**config.mk**
```make
export PLATFORM = sky130hd
export DESIGN_NAME = merge_node_ctrl_flat
export DESIGN_NICKNAME = d
export VERILOG_FILES = /design/src/rtl/merge_node_ctrl_if.sv /design/src/rtl/merge_node_ctrl.sv /design/src/flat_wrapper.sv
export SDC_FILE = /design/constraint.sdc
export NUM_CORES = 1
export LEC_CHECK = 0
export ABC_AREA = 1
export BUFFER_PORTS_ARGS = -buffer_cell sky130_fd_sc_hd__buf_2
export CAP_MARGIN = 30
export CORE_MARGIN = 4
export CORE_UTILIZATION = 48
export CTS_BUF_LIST = sky130_fd_sc_hd__clkbuf_8
export DETAILED_ROUTE_END_ITERATION = 8
export PLACE_DENSITY = 0.86
export REMOVE_ABC_BUFFERS = 1
export SLEW_MARGIN = 10
export SYNTH_ARGS = -nofsm -noshare
export SYNTH_HDL_FRONTEND = slang
export SYNTH_SLANG_ARGS = --single-unit
```
**constraint.sdc**
```tcl
create_clock -name i_clk -period 1.6 [get_ports i_clk]
set_input_delay 0.08 -clock i_clk [delete_from_list [all_inputs] [get_ports i_clk]]
set_output_delay 0.08 -clock i_clk [all_outputs]
set_load 0.02 [all_outputs]
```
**src/rtl/merge_node_ctrl_if.sv**
```systemverilog
// Handshake bundle for the two-input merge node: two FIFO heads in,
// one merged record stream out, plus the node's status outputs.
// The master modport is the merge node itself; slave is its environment.
interface merge_node_ctrl_if #(
    parameter int DATA_W = 32
);
    logic [DATA_W-1:0] i_a_data;
    logic              i_a_valid;
    logic              o_a_pop;
    logic [DATA_W-1:0] i_b_data;
    logic              i_b_valid;
    logic              o_b_pop;
    logic [DATA_W-1:0] o_data;
    logic              o_valid;
    logic              i_ready;
    logic              o_switch;
    logic              o_done;
    logic [31:0]       o_rec_count;

    modport master (
        input  i_a_data, i_a_valid, i_b_data, i_b_valid, i_ready,
        output o_a_pop, o_b_pop, o_data, o_valid, o_switch, o_done, o_rec_count
    );

    modport slave (
        output i_a_data, i_a_valid, i_b_data, i_b_valid, i_ready,
        input  o_a_pop, o_b_pop, o_data, o_valid, o_switch, o_done, o_rec_count
    );
endinterface

```
**src/rtl/merge_node_ctrl.sv**
```systemverilog
// Two-input merge node for the merge-sort tree. Merges sorted runs from FIFOs
// A and B (each run closed by a key==0 terminator) into one sorted stream,
// emits one terminator per run pair, toggles the bank select after it, and
// optionally stops after RUNS pairs.
// Optional feature: define MERGE_STATS_EN to count emitted non-terminator
// records on o_rec_count; otherwise o_rec_count is tied to zero.
module merge_node_ctrl #(
    parameter int DATA_W = 32,
    parameter int KEY_W  = 32,
    parameter int RUNS   = 0,
    parameter int CNT_W  = 16
) (
    input  logic                 i_clk,
    input  logic                 i_rst,
    merge_node_ctrl_if.master    bus
);

    typedef enum logic [2:0] {
        S_MERGE,
        S_DRAIN_A,
        S_DRAIN_B,
        S_TERM,
        S_FINISHED
    } state_e;

    state_e              state_q, state_d;
    logic [DATA_W-1:0]   data_q, data_d;
    logic                valid_q, valid_d;
    logic                switch_q, switch_d;
    logic                done_q, done_d;
    logic [CNT_W-1:0]    run_cnt_q, run_cnt_d;

    logic [KEY_W-1:0]    a_key, b_key;
    logic                a_term, b_term;
    logic                adv;
    logic [CNT_W-1:0]    run_cnt_inc;

    logic                a_pop, b_pop;
    logic                load, load_term;
    logic [DATA_W-1:0]   load_data;

    assign a_key       = bus.i_a_data[KEY_W-1:0];
    assign b_key       = bus.i_b_data[KEY_W-1:0];
    assign a_term      = bus.i_a_valid && (a_key == '0);
    assign b_term      = bus.i_b_valid && (b_key == '0);
    // The output slot can take a record when it is empty or being drained.
    assign adv         = ~valid_q | bus.i_ready;
    assign run_cnt_inc = run_cnt_q + 1'b1;

    // Next-state, pop and output-load decision for the merge FSM.
    // NOTE: every signal gets a default before the case so no path leaves it
    // unassigned; otherwise synthesis infers a latch to hold the old value.
    always_comb begin
        state_d   = state_q;
        a_pop     = 1'b0;
        b_pop     = 1'b0;
        load      = 1'b0;
        load_term = 1'b0;
        load_data = '0;
        unique case (state_q)
            S_MERGE: begin
                if (bus.i_a_valid && bus.i_b_valid) begin
                    if (a_term && b_term) begin
                        state_d = S_TERM;
                    end else if (a_term) begin
                        state_d = S_DRAIN_A;
                    end else if (b_term) begin
                        state_d = S_DRAIN_B;
                    end else if (adv) begin
                        load = 1'b1;
                        // Ties go to A so equal keys keep their input order.
                        if (a_key <= b_key) begin
                            a_pop     = 1'b1;
                            load_data = bus.i_a_data;
                        end else begin
                            b_pop     = 1'b1;
                            load_data = bus.i_b_data;
                        end
                    end
                end
            end
            S_DRAIN_A: begin
                if (bus.i_b_valid) begin
                    if (b_term) begin
                        state_d = S_TERM;
                    end else if (adv) begin
                        b_pop     = 1'b1;
                        load      = 1'b1;
                        load_data = bus.i_b_data;
                    end
                end
            end
            S_DRAIN_B: begin
                if (bus.i_a_valid) begin
                    if (a_term) begin
                        state_d = S_TERM;
                    end else if (adv) begin
                        a_pop     = 1'b1;
                        load      = 1'b1;
                        load_data = bus.i_a_data;
                    end
                end
            end
            S_TERM: begin
                // Both terminators leave together as a single all-zero record.
                if (a_term && b_term && adv) begin
                    a_pop     = 1'b1;
                    b_pop     = 1'b1;
                    load      = 1'b1;
                    load_term = 1'b1;
                    load_data = '0;
                    if ((RUNS != 0) && (run_cnt_inc == CNT_W'(RUNS)))
                        state_d = S_FINISHED;
                    else
                        state_d = S_MERGE;
                end
            end
            S_FINISHED: begin
                state_d = S_FINISHED;
            end
            default: begin
                state_d = S_MERGE;
            end
        endcase
    end

    // Next values for the output register, bank select, run counter and done flag.
    always_comb begin
        data_d    = load ? load_data : data_q;
        valid_d   = load ? 1'b1 : (bus.i_ready ? 1'b0 : valid_q);
        switch_d  = switch_q ^ load_term;
        run_cnt_d = load_term ? run_cnt_inc : run_cnt_q;
        done_d    = done_q | (state_d == S_FINISHED);
    end

    // State and output registers; reset discards any record held in the output slot.
    // NOTE: sequential state uses non-blocking assignments so every register
    // samples pre-edge values regardless of process evaluation order.
    always_ff @(posedge i_clk or posedge i_rst) begin
        if (i_rst) begin
            state_q   <= S_MERGE;
            data_q    <= '0;
            valid_q   <= 1'b0;
            switch_q  <= 1'b0;
            done_q    <= 1'b0;
            run_cnt_q <= '0;
        end else begin
            state_q   <= state_d;
            data_q    <= data_d;
            valid_q   <= valid_d;
            switch_q  <= switch_d;
            done_q    <= done_d;
            run_cnt_q <= run_cnt_d;
        end
    end

    assign bus.o_a_pop  = a_pop;
    assign bus.o_b_pop  = b_pop;
    assign bus.o_data   = data_q;
    assign bus.o_valid  = valid_q;
    assign bus.o_switch = switch_q;
    assign bus.o_done   = done_q;

`ifdef MERGE_STATS_EN
    logic [31:0] rec_cnt_q, rec_cnt_d;

    // Saturating count of non-terminator records loaded into the output slot.
    always_comb begin
        rec_cnt_d = rec_cnt_q;
        if (load && !load_term && (rec_cnt_q != '1))
            rec_cnt_d = rec_cnt_q + 1'b1;
    end

    // Record counter register.
    always_ff @(posedge i_clk or posedge i_rst) begin
        if (i_rst)
            rec_cnt_q <= '0;
        else
            rec_cnt_q <= rec_cnt_d;
    end

    assign bus.o_rec_count = rec_cnt_q;
`else
    assign bus.o_rec_count = '0;
`endif

endmodule

```
**src/flat_wrapper.sv**
```systemverilog
// flat-port wrapper written by rule: the top's interface ports become plain ports
module merge_node_ctrl_flat 
#(
    parameter int DATA_W = 32,
    parameter int KEY_W  = 32,
    parameter int RUNS   = 0,
    parameter int CNT_W  = 16
)
  (i_clk, i_rst, bus_i_a_data, bus_i_a_valid, bus_i_b_data, bus_i_b_valid, bus_i_ready, bus_o_a_pop, bus_o_b_pop, bus_o_data, bus_o_valid, bus_o_switch, bus_o_done, bus_o_rec_count);
  merge_node_ctrl_if #(.DATA_W(DATA_W)) bus_i ();
  input  logic i_clk;
  input  logic i_rst;
  input wire logic [$bits(bus_i.i_a_data)-1:0] bus_i_a_data;
  input wire logic [$bits(bus_i.i_a_valid)-1:0] bus_i_a_valid;
  input wire logic [$bits(bus_i.i_b_data)-1:0] bus_i_b_data;
  input wire logic [$bits(bus_i.i_b_valid)-1:0] bus_i_b_valid;
  input wire logic [$bits(bus_i.i_ready)-1:0] bus_i_ready;
  output wire logic [$bits(bus_i.o_a_pop)-1:0] bus_o_a_pop;
  output wire logic [$bits(bus_i.o_b_pop)-1:0] bus_o_b_pop;
  output wire logic [$bits(bus_i.o_data)-1:0] bus_o_data;
  output wire logic [$bits(bus_i.o_valid)-1:0] bus_o_valid;
  output wire logic [$bits(bus_i.o_switch)-1:0] bus_o_switch;
  output wire logic [$bits(bus_i.o_done)-1:0] bus_o_done;
  output wire logic [$bits(bus_i.o_rec_count)-1:0] bus_o_rec_count;
  assign bus_i.i_a_data = bus_i_a_data;
  assign bus_i.i_a_valid = bus_i_a_valid;
  assign bus_i.i_b_data = bus_i_b_data;
  assign bus_i.i_b_valid = bus_i_b_valid;
  assign bus_i.i_ready = bus_i_ready;
  assign bus_o_a_pop = bus_i.o_a_pop;
  assign bus_o_b_pop = bus_i.o_b_pop;
  assign bus_o_data = bus_i.o_data;
  assign bus_o_valid = bus_i.o_valid;
  assign bus_o_switch = bus_i.o_switch;
  assign bus_o_done = bus_i.o_done;
  assign bus_o_rec_count = bus_i.o_rec_count;
  merge_node_ctrl #(.DATA_W(DATA_W), .KEY_W(KEY_W), .RUNS(RUNS), .CNT_W(CNT_W)) u_core (.i_clk(i_clk), .i_rst(i_rst), .bus(bus_i));
endmodule
```
Word-level counts from Yosys, hierarchy flattened. Cells that the tools add are included.

Bits in registers: 38. Bits in latches: 0. Bits in writable memories: 0. ROM bits: 0. Input port bits: 69. Output and inout bits: 69. Word-level logic and storage cells: 74. Memories: 0.

$add $sub $neg: 0. $mul: 0. Divide/modulo/power cells: 0. Order comparisons: 1. Eq/ne operators: 5. Shifts and indexed selects: 0. Muxes and demuxes: 50. Bitwise logic cells: 4. Reductions and logical operators: 9.

Operator list (number): 2-to-1 mux 32 bit (12); one-hot mux 32 bit (3 select lines) (1); logical NOT 32 bit (2); <= comparator 32 bit (1); 2-to-1 mux 3 bit (9); 2-to-1 mux 1 bit (24); one-hot mux 3 bit (5 select lines) (1); equality test 3 x 2 -> 1 bit (second input constant) (2); equality test 3 bit (second input constant) (2); one-hot mux 1 bit (3 select lines) (2); logical AND 1 bit (5); one-hot mux 1 bit (4 select lines) (1); equality test 3 x 1 -> 1 bit (second input constant) (1); logical NOT 3 bit (1); bitwise OR 1 bit (2); nonzero test 2 bit (1); inverter 1 bit (1); XOR 1 bit (1).

Longest topological paths before layout. Gate-level depths: netlist of the first run.

Word-level depth: 9. Depth in mapped cells: 18. Mapped depth without buffers: 18.

Worst setup path before layout of the first run. No wires, ideal clock.

Kind: input port to output port. From: input bus_i_b_data[31]. To: output bus_o_b_pop. Arrival time: 1613 ps. Setup slack: -93 ps. Cell stages on the path: 11. Buffers on the path: 1. Cells stage by stage: inv_2 ha_1 nand2_1 nor2_1 nand2_1 nor4_2 nand2_1 nand2_1 nand2_2 buf_4 o21bai_1.

Word-level cells in the longest chain between the ends: 8. Elaborated cells between the ends (all ways): 15. Classes of those cells: order compare (1); mux (10); reduce/logical (4).

RTL lines: from (decl) (line flat_wrapper.sv:15) `input wire logic [$bits(bus_i.i_b_data)-1:0] bus_i_b_data;`; <= comparator 32 bit (line merge_node_ctrl.sv:72) `if (a_key <= b_key) begin`; 2-to-1 mux 1 bit (line merge_node_ctrl.sv:72); 2-to-1 mux 1 bit (line merge_node_ctrl.sv:69) `end else if (adv) begin`; 2-to-1 mux 1 bit (line merge_node_ctrl.sv:67) `end else if (b_term) begin`; 2-to-1 mux 1 bit (line merge_node_ctrl.sv:65) `end else if (a_term) begin`; 2-to-1 mux 1 bit (line merge_node_ctrl.sv:63) `if (a_term && b_term) begin`; 2-to-1 mux 1 bit (line merge_node_ctrl.sv:62) `if (bus.i_a_valid && bus.i_b_valid) begin`; one-hot mux 1 bit (3 select lines) * (line merge_node_ctrl.sv:60) `unique case (state_q)`; to (decl) (line flat_wrapper.sv:19) `output wire logic [$bits(bus_i.o_b_pop)-1:0] bus_o_b_pop;`.

Mark *: on every way between the ends. The rest lies on a longest branch, timed or not.

Final worst setup path of the first run.
From: input bus_i_b_data[25]. To: output bus_o_a_pop.

Word-level cells in the longest chain between the ends: 8. Elaborated cells between the ends (all ways): 13. Classes of those cells: order compare (1); mux (8); reduce/logical (4).

RTL lines: <= comparator 32 bit (line merge_node_ctrl.sv:72); 2-to-1 mux 1 bit (line merge_node_ctrl.sv:72); 2-to-1 mux 1 bit (line merge_node_ctrl.sv:69); 2-to-1 mux 1 bit (line merge_node_ctrl.sv:67); 2-to-1 mux 1 bit (line merge_node_ctrl.sv:65); 2-to-1 mux 1 bit (line merge_node_ctrl.sv:63); 2-to-1 mux 1 bit (line merge_node_ctrl.sv:62); one-hot mux 1 bit (3 select lines) * (line merge_node_ctrl.sv:60); to (decl) (line flat_wrapper.sv:18) `output wire logic [$bits(bus_i.o_a_pop)-1:0] bus_o_a_pop;`.

Marked as above.

==> results of run 1 <==
[timing repair]
action | in CTS | in global routing
endpoints found under the hold margin | 38 | 0
cloned | 4 | 1
gates resized for setup | 32 | 49
pin swaps | 26 | 42
setup buffers | 8 | 13
hold buffers | 1 | 0
setup endpoints to repair | 35 | 35
[power by group through the flow]
| stage | sequential [W] | combinational, W | clock (W) |
|---|---|---|---|
| after floorplan | 0.00131 | 0.000664 | 0 |
| after global placement | 0.00118 | 0.00142 | 0 |
| after detailed placement | 0.00118 | 0.00146 | 0 |
| after CTS | 0.00116 | 0.00151 | 0.000648 |
| after global routing | 0.00118 | 0.00176 | 0.000670 |
| final | 0.00117 | 0.00162 | 0.000642 |
[worst reg2reg max path, cell delays in order (launching register included)]
cell and delay [ns]:
dfrtp_1 0.43, inv_2 0.10, nand2_2 0.09, nor2_4 0.11, nand3_4 0.09, nor2_4 0.15
buf_6 0.12, inv_4 0.03, nor2_4 0.20, buf_6 0.14, buf_12 0.11, nand4_1 0.12
nand3_2 0.08
[routing by layer]
| layer | GRT usage [%] | routed length [microns] | part of all wire, % |
|---|---|---|---|
| met1 | 33.4 | 5530 | 36 |
| met2 | 47.2 | 7540 | 48 |
| met3 | 4.34 | 1750 | 11 |
| met4 | 11.1 | 750 | 4.8 |
| met5 | 0 | 0 | 0 |
[sequential cells by signal (all words and copies together) (netlist names)]
signal	flops
u_core.bus.o_valid	1
u_core.state_q	3
u_core.bus.o_switch	1
u_core.bus.o_done	1
u_core.bus.o_data	32
[cell families after synthesis]
family          count (synthesis)  synth area share (%)
compound gates                 23                  3.29
buf+inv                       139                  17.1
simple gates                  380                  47.0
other cells                     1                0.0898
fa+ha+maj                      32                  9.58
xor+xnor                        1                 0.210
flops                          38                  22.8
[final timing paths]
check / start / to / slack, ns / cells past startpoint
worst max-delay path: bus_i_b_data[25] / bus_o_a_pop / -0.36 / 13
worst max register to register: u_core.state_q[0]$_DFF_PP0_ / u_core.bus.o_data[21]$_DFFE_PP0P_ / -0.23 / 12
max in group asynchronous: i_rst / u_core.bus.o_data[19]$_DFFE_PP0P_ / 0.78 / 4
min in group asynchronous: i_rst / u_core.bus.o_data[22]$_DFFE_PP0P_ / 0.45 / 4
worst min-delay path: bus_i_b_data[30] / u_core.bus.o_data[30]$_DFFE_PP0P_ / 0.04 / 3
worst min register to register: u_core.bus.o_done$_DFF_PP0_ / u_core.bus.o_done$_DFF_PP0_ / 0.47 / 1
[stage by stage]
stage | power, W | TNS, ns | worst slack, ns
after floorplan | 0.00197 | -27.86 | -0.835
after global placement | 0.00260 | -10.04 | -0.306
after detailed placement | 0.00264 | -11.96 | -0.376
after CTS | 0.00332 | -5.31 | -0.220
after global routing | 0.00360 | -10.72 | -0.408
final | 0.00344 | -8.20 | -0.357
[layout make-up]
class	instances	share of cell area, %
flip-flops and latches	38	15.6
inverters	83	5.19
clock inverters	2	0.123
multi-input cells	468	47.0
clock buffers	5	1.13
repair buffers	241	28.8
well taps	105	2.15
[cell usage in the layout, fill, tap and decap left out, types with 2 or more instances in the layout]
cell and n:
nand2_1 81, clkbuf_16 2, buf_6 12, ha_4 3
nand2_4 6, buf_8 2, ha_1 29, buf_4 115
buf_2 102, buf_12 5, nor3_2 6, nand3_1 40
nand2_2 36, nand4_1 41, nor3_1 5, dfrtp_1 38
nand3_2 33, inv_2 24, nor3_4 3, clkbuf_8 5
o21a_1 2, o21ai_0 2, nor2_4 6, inv_4 2
a21oi_1 14, inv_1 59, nor2_1 108, conb_1 32
nor2_2 6, nand3b_1 2, nand3_4 2
==> results.yml, run 1 <==
synth:
  syn_inst: 614
  netlist_area_sq_um: 4180
  synth.distinct_cells: 33
  yosysTopAreaCellShare_pct: 22.8
  yosys_register_bits: 38
  syn_avg_cell_area_sq_um: 6.80
  synth_common_cells: "118 x nor2_1, 91 x nand2_1, 64 x inv_1, 42 x nand3_1, 41 x nand4_1"
  synth_area_leaders: "dfrtp_1 23%, nor2_1 11%, ha_1 9.6%, nand2_1 8.2%, nand3_2 7.9%"
  synth_enable_flop_cells: 0
  synth.most_common_cell: "nor2_1"
  yosysTopAreaCell: "dfrtp_1"
  ys.flop_type: "dfrtp_1"
  ys_warn_count: 0
  yosysSeqAreaShare_pct: 22.8
  synthArstFlopShare_pct: 100
cts:
  clock_path_buffers: 2
  clk_latency_ns: 0.30
  clkTransAtPathRegs_ns: 0.07
  cts_root_buf: "clkbuf_8"
  numClockSinks: 38
  cts_tree: "done"
  htree_levels: 2
  cts_buffers: 5
outcome:
  status: "finished with violations"
  violations: "negative setup slack"
cells_and_area:
  diodes: 0
  drive_gt1_share_pct: 45.3
  area_delta_synth_final_pct: 46.0
  nFillCells: 617
  fin_nets: 938
  finalInstanceArea_sq_um: 6100
  multi_input_area_sq_um: 2860
  seqCellArea_sq_um: 951
  final_util_pct: 73.1
  final-instance-count-excl-fill: 942
place:
  dp_cells: 912
  hpwl_microns: 10300
  placed_cell_area_sq_um: 5460
  routabilityCongestion: 0.900
  portBuffers: 105
power_and_ir_drop:
  power_frac_clock_pct: 18.7
  p_sw_w: 0.00141
  pwr-share-seq_pct: 34.0
  p_int_w: 0.00203
  pwr-share-comb_pct: 47.3
  power.leakage_nw: 3.42
  power_density_nw_per_um2: 563
  ir_drop_v: 0.000338
  switching_share_pct: 40.9
timing:
  finalHoldViolCount: 0
  worstMarginPinSlew_ns: 0.524
  period_share_pct: 122
  setup_viol: 35
  fin_skew_ns: 0.00570
  grt_setup_unrepaired: "yes"
  clock.fmax_mhz: 511
  fin_crit_ns: 1.96
  worst_hold_slack_ns: 0.0434
  worst_slack_ns: -0.357
  slew_headroom_pct: 65.1
  maxSlewViolCount: 0
detailed_routing:
  totalWireLength_microns: 15600
  drc: 0
  wl_per_cell_microns: 16.5
  drtPass1Iterations: 7
  drtAntennaViolNets: 0
  vias_per_cell: 5.46
  drt-initial-drc-count: 462
  via_count: 5144
grt:
  grt_pass1_vias: 4869
  grt_usage_pct: 27.2
  grt_pass1_wl_microns: 22400
  grt_antenna_before_repair: 0
  grt_start_max_net_pins: 39
  grt_overflow: 0
setup_path:
  crit_path_cell_trace: "buf_2, inv_1, ha_4, a21oi_1, o21ai_0, nand2_1, nand2_1, a21oi_1, nand2_4, nand2_4, nand2_4, nand3_2, buf_6"
  crit_buf_inv: 3
  critPathLaunchType: "input pin"
  cp.required_ns: 1.52
  critPathArrivalTime_ns: 1.88
  crit_slowest_cell: "a21oi_1"
  crit_family: "compound AO/OA/AOI/OAI gates"
  cp_common_cell: "nand2_4"
  criticalPathCategory: "in -> out"
  slowest_delay_ns: 0.26
  path_max_fanout: 8
  critPathCaptureType: "output port"
floorplanning:
  ios: 138
  rows: 33
  core_sq_um: 8340
  dieArea_sq_um: 10300
  die_h_microns: 101
  start_util_pct: 50.1
  die_x_microns: 101
flow_run:
  drv_cap: 0
worst_hold_path:
  hold_path_class: "in -> reg"
No activity file was read; power rests on OpenSTA's default activity.
==> run 2, diff against run 1 <==
Settings changed: GPL_TIMING_DRIVEN from default to 0.
==> run 2 against run 1 <==
Effect of this change:
- the run still ends with negative setup slack left
- global-route usage up 2.7 points
- worst hold slack better by 0.025 ns
- critical path type unchanged
- final area up 2.7%
- die area unchanged
- combinational power up 6%
- non-clock buffer count decreased by 78
==> results.yml, run 2 (synthesized netlist as in run 1, its figures left out) <==
detailed_routing:
  vias_per_cell: 5.71
  drtPass1Iterations: 5
  totalWireLength_microns: 16200
  via_count: 4966
  drc: 0
  drtAntennaViolNets: 0
  wl_per_cell_microns: 18.7
  drt-initial-drc-count: 362
grt:
  grt_pass1_vias: 4867
  grt_start_max_net_pins: 26
  grt_pass1_wl_microns: 24200
  grt_usage_pct: 29.9
  grt_antenna_before_repair: 0
  grt_overflow: 0
worst_hold_path:
  hold_path_class: "in -> reg"
power_and_ir_drop:
  ir_drop_v: 0.000367
  power.leakage_nw: 3.29
  power_density_nw_per_um2: 635
timing:
  finalSetupTns_ns: -5.76
  clock.fmax_mhz: 546
  grt_setup_unrepaired: "yes"
  finalHoldViolCount: 0
  period_share_pct: 114
  slew_headroom_pct: 57.8
  worst_hold_slack_ns: 0.0686
  worst_slack_ns: -0.232
  fin_crit_ns: 1.83
  worstMarginPinSlew_ns: 0.631
  maxSlewViolCount: 0
  fin_skew_ns: 0.00850
  setup_viol: 35
place:
  hpwl_microns: 8590
  routabilityCongestion: 0.881
  dp_cells: 803
  portBuffers: 105
  dpl_worst_slack_ns: -1.40
cts:
  cts_root_buf: "clkbuf_8"
  cts_tree: "done"
  clk_latency_ns: 0.30
  clkTransAtPathRegs_ns: 0.09
  cts_buffers: 5
  clock_path_buffers: 2
  htree_levels: 2
  numClockSinks: 38
outcome:
  violations: "negative setup slack"
  status: "finished with violations"
floorplanning:
  dieArea_sq_um: 10300
  rows: 33
  core_sq_um: 8340
  die_h_microns: 101
  die_x_microns: 101
  ios: 138
  start_util_pct: 50.1
setup_path:
  path_max_fanout: 3
  criticalPathCategory: "in -> out"
  critPathArrivalTime_ns: 1.75
  critPathCaptureType: "output port"
  cp.required_ns: 1.52
  critPathLaunchType: "input pin"
cells_and_area:
  final-instance-count-excl-fill: 870
  seqCellArea_sq_um: 952
  area_delta_synth_final_pct: 50.0
  final_cell_mix: "109 x nor2_1, 85 x buf_2, 74 x nand2_1"
  final_common_cell: "nor2_1"
  fin_nets: 865
  final_util_pct: 75.1
  drive_gt1_share_pct: 45.5
  multi_input_area_sq_um: 3350
  largest_reg_flops: 32
  nFillCells: 601
  diodes: 0
flow_run:
  drv_cap: 0
## run 2: routing by layer
layer	vias up	GRT usage (%)	part of all wire (%)
met5	-	0	0
met4	0	14.0	4.1
met3	76	5.10	9.8
met2	337	51.0	49
met1	2316	36.6	37
li1	2237	-	-
## run 2: area by class of cell
| type | count | share of cell area, % |
|---|---|---|
| multi-input combinational | 472 | 53.5 |
| tap | 105 | 2.10 |
| sequential | 38 | 15.2 |
| timing repair inverter | 1 | 0.0998 |
| clock buffer | 6 | 1.32 |
| inverter | 83 | 5.57 |
| clock inverter | 2 | 0.958 |
| timing repair buffer | 163 | 21.2 |
## run 2: where the power goes
part           switching, W  internal (W)  leakage (nW)
sequential         0.000110       0.00107         0.467
combinational       0.00103      0.000684          2.75
clock              0.000413      0.000667        0.0714
## run 2: per-stage QoR
| step | power [W] | area (sq um) |
|---|---|---|
| 2_1_floorplan | 0.00197 | 3890 |
| 3_3_place_gp | 0.00236 | 4550 |
| 3_5_place_dp | 0.00240 | 4660 |
| 4_1_cts | 0.00385 | 5970 |
| 5_1_grt | 0.00415 | 6270 |
| 6_report | 0.00398 | 6270 |
## run 2: repair_timing
action / in CTS / in global routing
buffers inserted: 44 / 6
endpoints found under the setup margin: 35 / 35
endpoints found under the hold margin: 14 / 0
gates cloned: 7 / 0
resized for setup: 138 / 44
hold buffers: 2 / 0
pin swaps: 46 / 20
## run 2: path summary, 6_finish.rpt
check	depth (start not counted)	from	to	slack (ns)
worst max-delay path	13	bus_i_b_data[8]	bus_o_a_pop	-0.23
worst min-delay path	3	bus_i_a_data[30]	u_core.bus.o_data[30]$_DFFE_PP0P_	0.07
worst max register to register	9	u_core.state_q[0]$_DFF_PP0_	u_core.bus.o_data[24]$_DFFE_PP0P_	-0.19
worst min register to register	1	u_core.bus.o_done$_DFF_PP0_	u_core.bus.o_done$_DFF_PP0_	0.47
max in group asynchronous	4	i_rst	u_core.bus.o_data[20]$_DFFE_PP0P_	0.82
min in group asynchronous	3	i_rst	u_core.bus.o_data[28]$_DFFE_PP0P_	0.29
## run 2: critical path: stages
cell	delay, ns
buf_2	0.12
inv_2	0.06
ha_1	0.26
nand4_1	0.17
nor3_4	0.22
buf_4	0.14
buf_4	0.10
nand3b_1	0.10
buf_6	0.17
nand2_8	0.08
nand2_4	0.06
nand3_2	0.07
buf_6	0.11
==> run 3, diff against run 2 <==
Settings changed: BUFFER_PORTS_ARGS -buffer_cell sky130_fd_sc_hd__buf_2 to default, CORE_UTILIZATION 48 to 61, DONT_BUFFER_PORTS from default to 1, PLACE_DENSITY 0.86 to 0.87.
==> run 3 against run 2 <==
Effect of this change:
- the flow still finishes with violations (negative setup slack)
- routed wire length fell by 0.32%
- total power shrank 18%
- clock skew shrank 0.00089 ns
- worst hold slack worse by 0.029 ns
- worst setup slack worse by 0.13 ns
- register-to-register slack got worse by 0.17 ns
- flip-flop and latch count stayed put
- first-iteration DRC count grew 54%
- sequential share of layout area increased by 3.2 points
- core utilization rose by 4.8 points
- critical path depth is the same
- largest cell class unchanged
==> results.yml, run 3 (synthesized netlist as in run 1, its figures left out) <==
outcome:
  status: "finished with violations"
  violations: "negative setup slack"
detailed_routing:
  wl_met3_microns: 2240
  dr_wl_met2_microns: 7480
  vias_per_cell: 6.38
  totalWireLength_microns: 16200
  drtAntennaViolNets: 0
  drtPass1Iterations: 6
  wl_per_cell_microns: 21.9
  drt-met1-wl_microns: 5150
  route.top_layer_used: "met4"
  drc: 0
  drt-initial-drc-count: 559
  via_count: 4723
cts:
  numClockSinks: 38
  cts_tree: "done"
  clk_latency_ns: 0.30
  htree_levels: 2
  cts_root_buf: "clkbuf_8"
  cts_buffers: 5
  clock_path_buffers: 2
  clkTransAtPathRegs_ns: 0.09
cells_and_area:
  fin_nets: 763
  multi_input_area_sq_um: 2990
  final_util_pct: 79.9
  nFillCells: 405
  drive_gt1_share_pct: 31.2
  final_common_cell: "nor2_1"
  diodes: 0
  seqCellArea_sq_um: 953
  area_delta_synth_final_pct: 24.2
  final_cell_mix: "112 x nor2_1, 78 x nand2_1, 58 x inv_1"
  largest_reg_flops: 32
power_and_ir_drop:
  ir_drop_v: 0.000485
  p_total_w: 0.00326
  power.leakage_nw: 2.72
  power_density_nw_per_um2: 629
floorplanning:
  die_x_microns: 90.8
  start_util_pct: 64.3
  dieArea_sq_um: 8240
  die_h_microns: 90.8
  core_sq_um: 6490
  rows: 29
  ios: 138
place:
  portBuffers: 0
  hpwl_microns: 8480
  routabilityCongestion: 0.855
grt:
  grt_usage_pct: 37.0
  grt_antenna_before_repair: 0
  grt_pass1_wl_microns: 24000
  grt_pass1_vias: 4837
  grt_overflow: 0
  grt_start_max_net_pins: 29
setup_path:
  cp.required_ns: 1.77
  path_max_fanout: 9
  critPathCaptureType: "flop"
  critPathArrivalTime_ns: 2.13
  critPathLaunchType: "flop"
  criticalPathCategory: "reg -> reg"
timing:
  worstMarginPinSlew_ns: 0.540
  clock.fmax_mhz: 510
  period_share_pct: 123
  worst_slack_ns: -0.361
  maxSlewViolCount: 0
  slew_headroom_pct: 64.0
  fin_crit_ns: 1.96
  grt_setup_unrepaired: "yes"
  setup_viol: 35
  finalHoldViolCount: 0
  fin_skew_ns: 0.00761
flow_run:
  drv_cap: 0
worst_hold_path:
  hold_path_class: "in -> reg"
-- run 3: area by class of cell --
| class | instances | share of cell area (%) |
|---|---|---|
| clock buffer | 6 | 1.59 |
| clock inverter | 2 | 0.169 |
| inverter | 83 | 6.46 |
| multi-input combinational | 473 | 57.6 |
| sequential | 38 | 18.4 |
| tap | 77 | 1.86 |
| timing repair buffer | 60 | 13.9 |
| timing repair inverter | 1 | 0.121 |
-- run 3: worst max-delay path: stages, from the launching register on --
cell	delay [ns]
dfrtp_1	0.41
inv_2	0.13
nand2_4	0.08
nor2_4	0.12
nand3_2	0.11
nor2_2	0.16
buf_4	0.14
nand3_4	0.10
nand2_4	0.13
buf_12	0.13
nor2_8	0.04
buf_12	0.14
nand2_4	0.06
nand3_2	0.08
-- run 3: timing repair --
item / 4_1_cts / 5_1_grt
pin swaps: 21 / 32
buffers inserted: 41 / 15
hold endpoints to repair: 39 / 0
endpoints found under the setup margin: 35 / 37
resized for setup: 52 / 42
gates cloned: 7 / 2
hold buffers: 3 / 0
-- run 3: through the flow --
step / setup TNS [ns] / hold slack [ns] / instances / worst slack [ns] / instance area [sq um]
2_1_floorplan: -27.86 / 0.204 / 589 / -0.835 / 3890
3_3_place_gp: -63.49 / 0.208 / 666 / -1.87 / 3990
3_5_place_dp: -46.58 / -0.0807 / 670 / -1.45 / 4090
4_1_cts: -3.30 / 0.0283 / 729 / -0.103 / 4950
5_1_grt: -12.22 / 0.0570 / 740 / -0.392 / 5190
6_report: -10.58 / 0.0395 / 740 / -0.361 / 5190
-- run 3: power by group --
part	leakage (nW)	total [W]	switching [W]	internal, W
Sequential	0.466	0.00134	0.000269	0.00107
Clock	0.0524	0.000722	0.000380	0.000342
Combinational	2.20	0.00120	0.000741	0.000459
Total	2.72	0.00326	0.00139	0.00187
-- run 3: path summary, 6_finish.rpt --
check / start / slack, ns / to / depth (start not counted)
setup / recovery: u_core.state_q[1]$_DFF_PP0_ / -0.36 / u_core.bus.o_data[22]$_DFFE_PP0P_ / 13
hold / removal: bus_i_a_data[12] / 0.04 / u_core.bus.o_data[12]$_DFFE_PP0P_ / 4
setup reg to reg: u_core.state_q[1]$_DFF_PP0_ / -0.36 / u_core.bus.o_data[22]$_DFFE_PP0P_ / 13
hold reg to reg: u_core.bus.o_data[4]$_DFFE_PP0P_ / 0.64 / u_core.bus.o_data[4]$_DFFE_PP0P_ / 2
max in group asynchronous: i_rst / 0.97 / u_core.bus.o_valid$_DFFE_PP0P_ / 3
min in group asynchronous: i_rst / 0.17 / u_core.bus.o_data[5]$_DFFE_PP0P_ / 2
-- run 3: layer usage --
metal,track usage [%],vias to the layer above
li1,-,2023
met1,37.7,2133
met2,61.5,424
met3,14.8,143
met4,26.0,0
met5,0,-
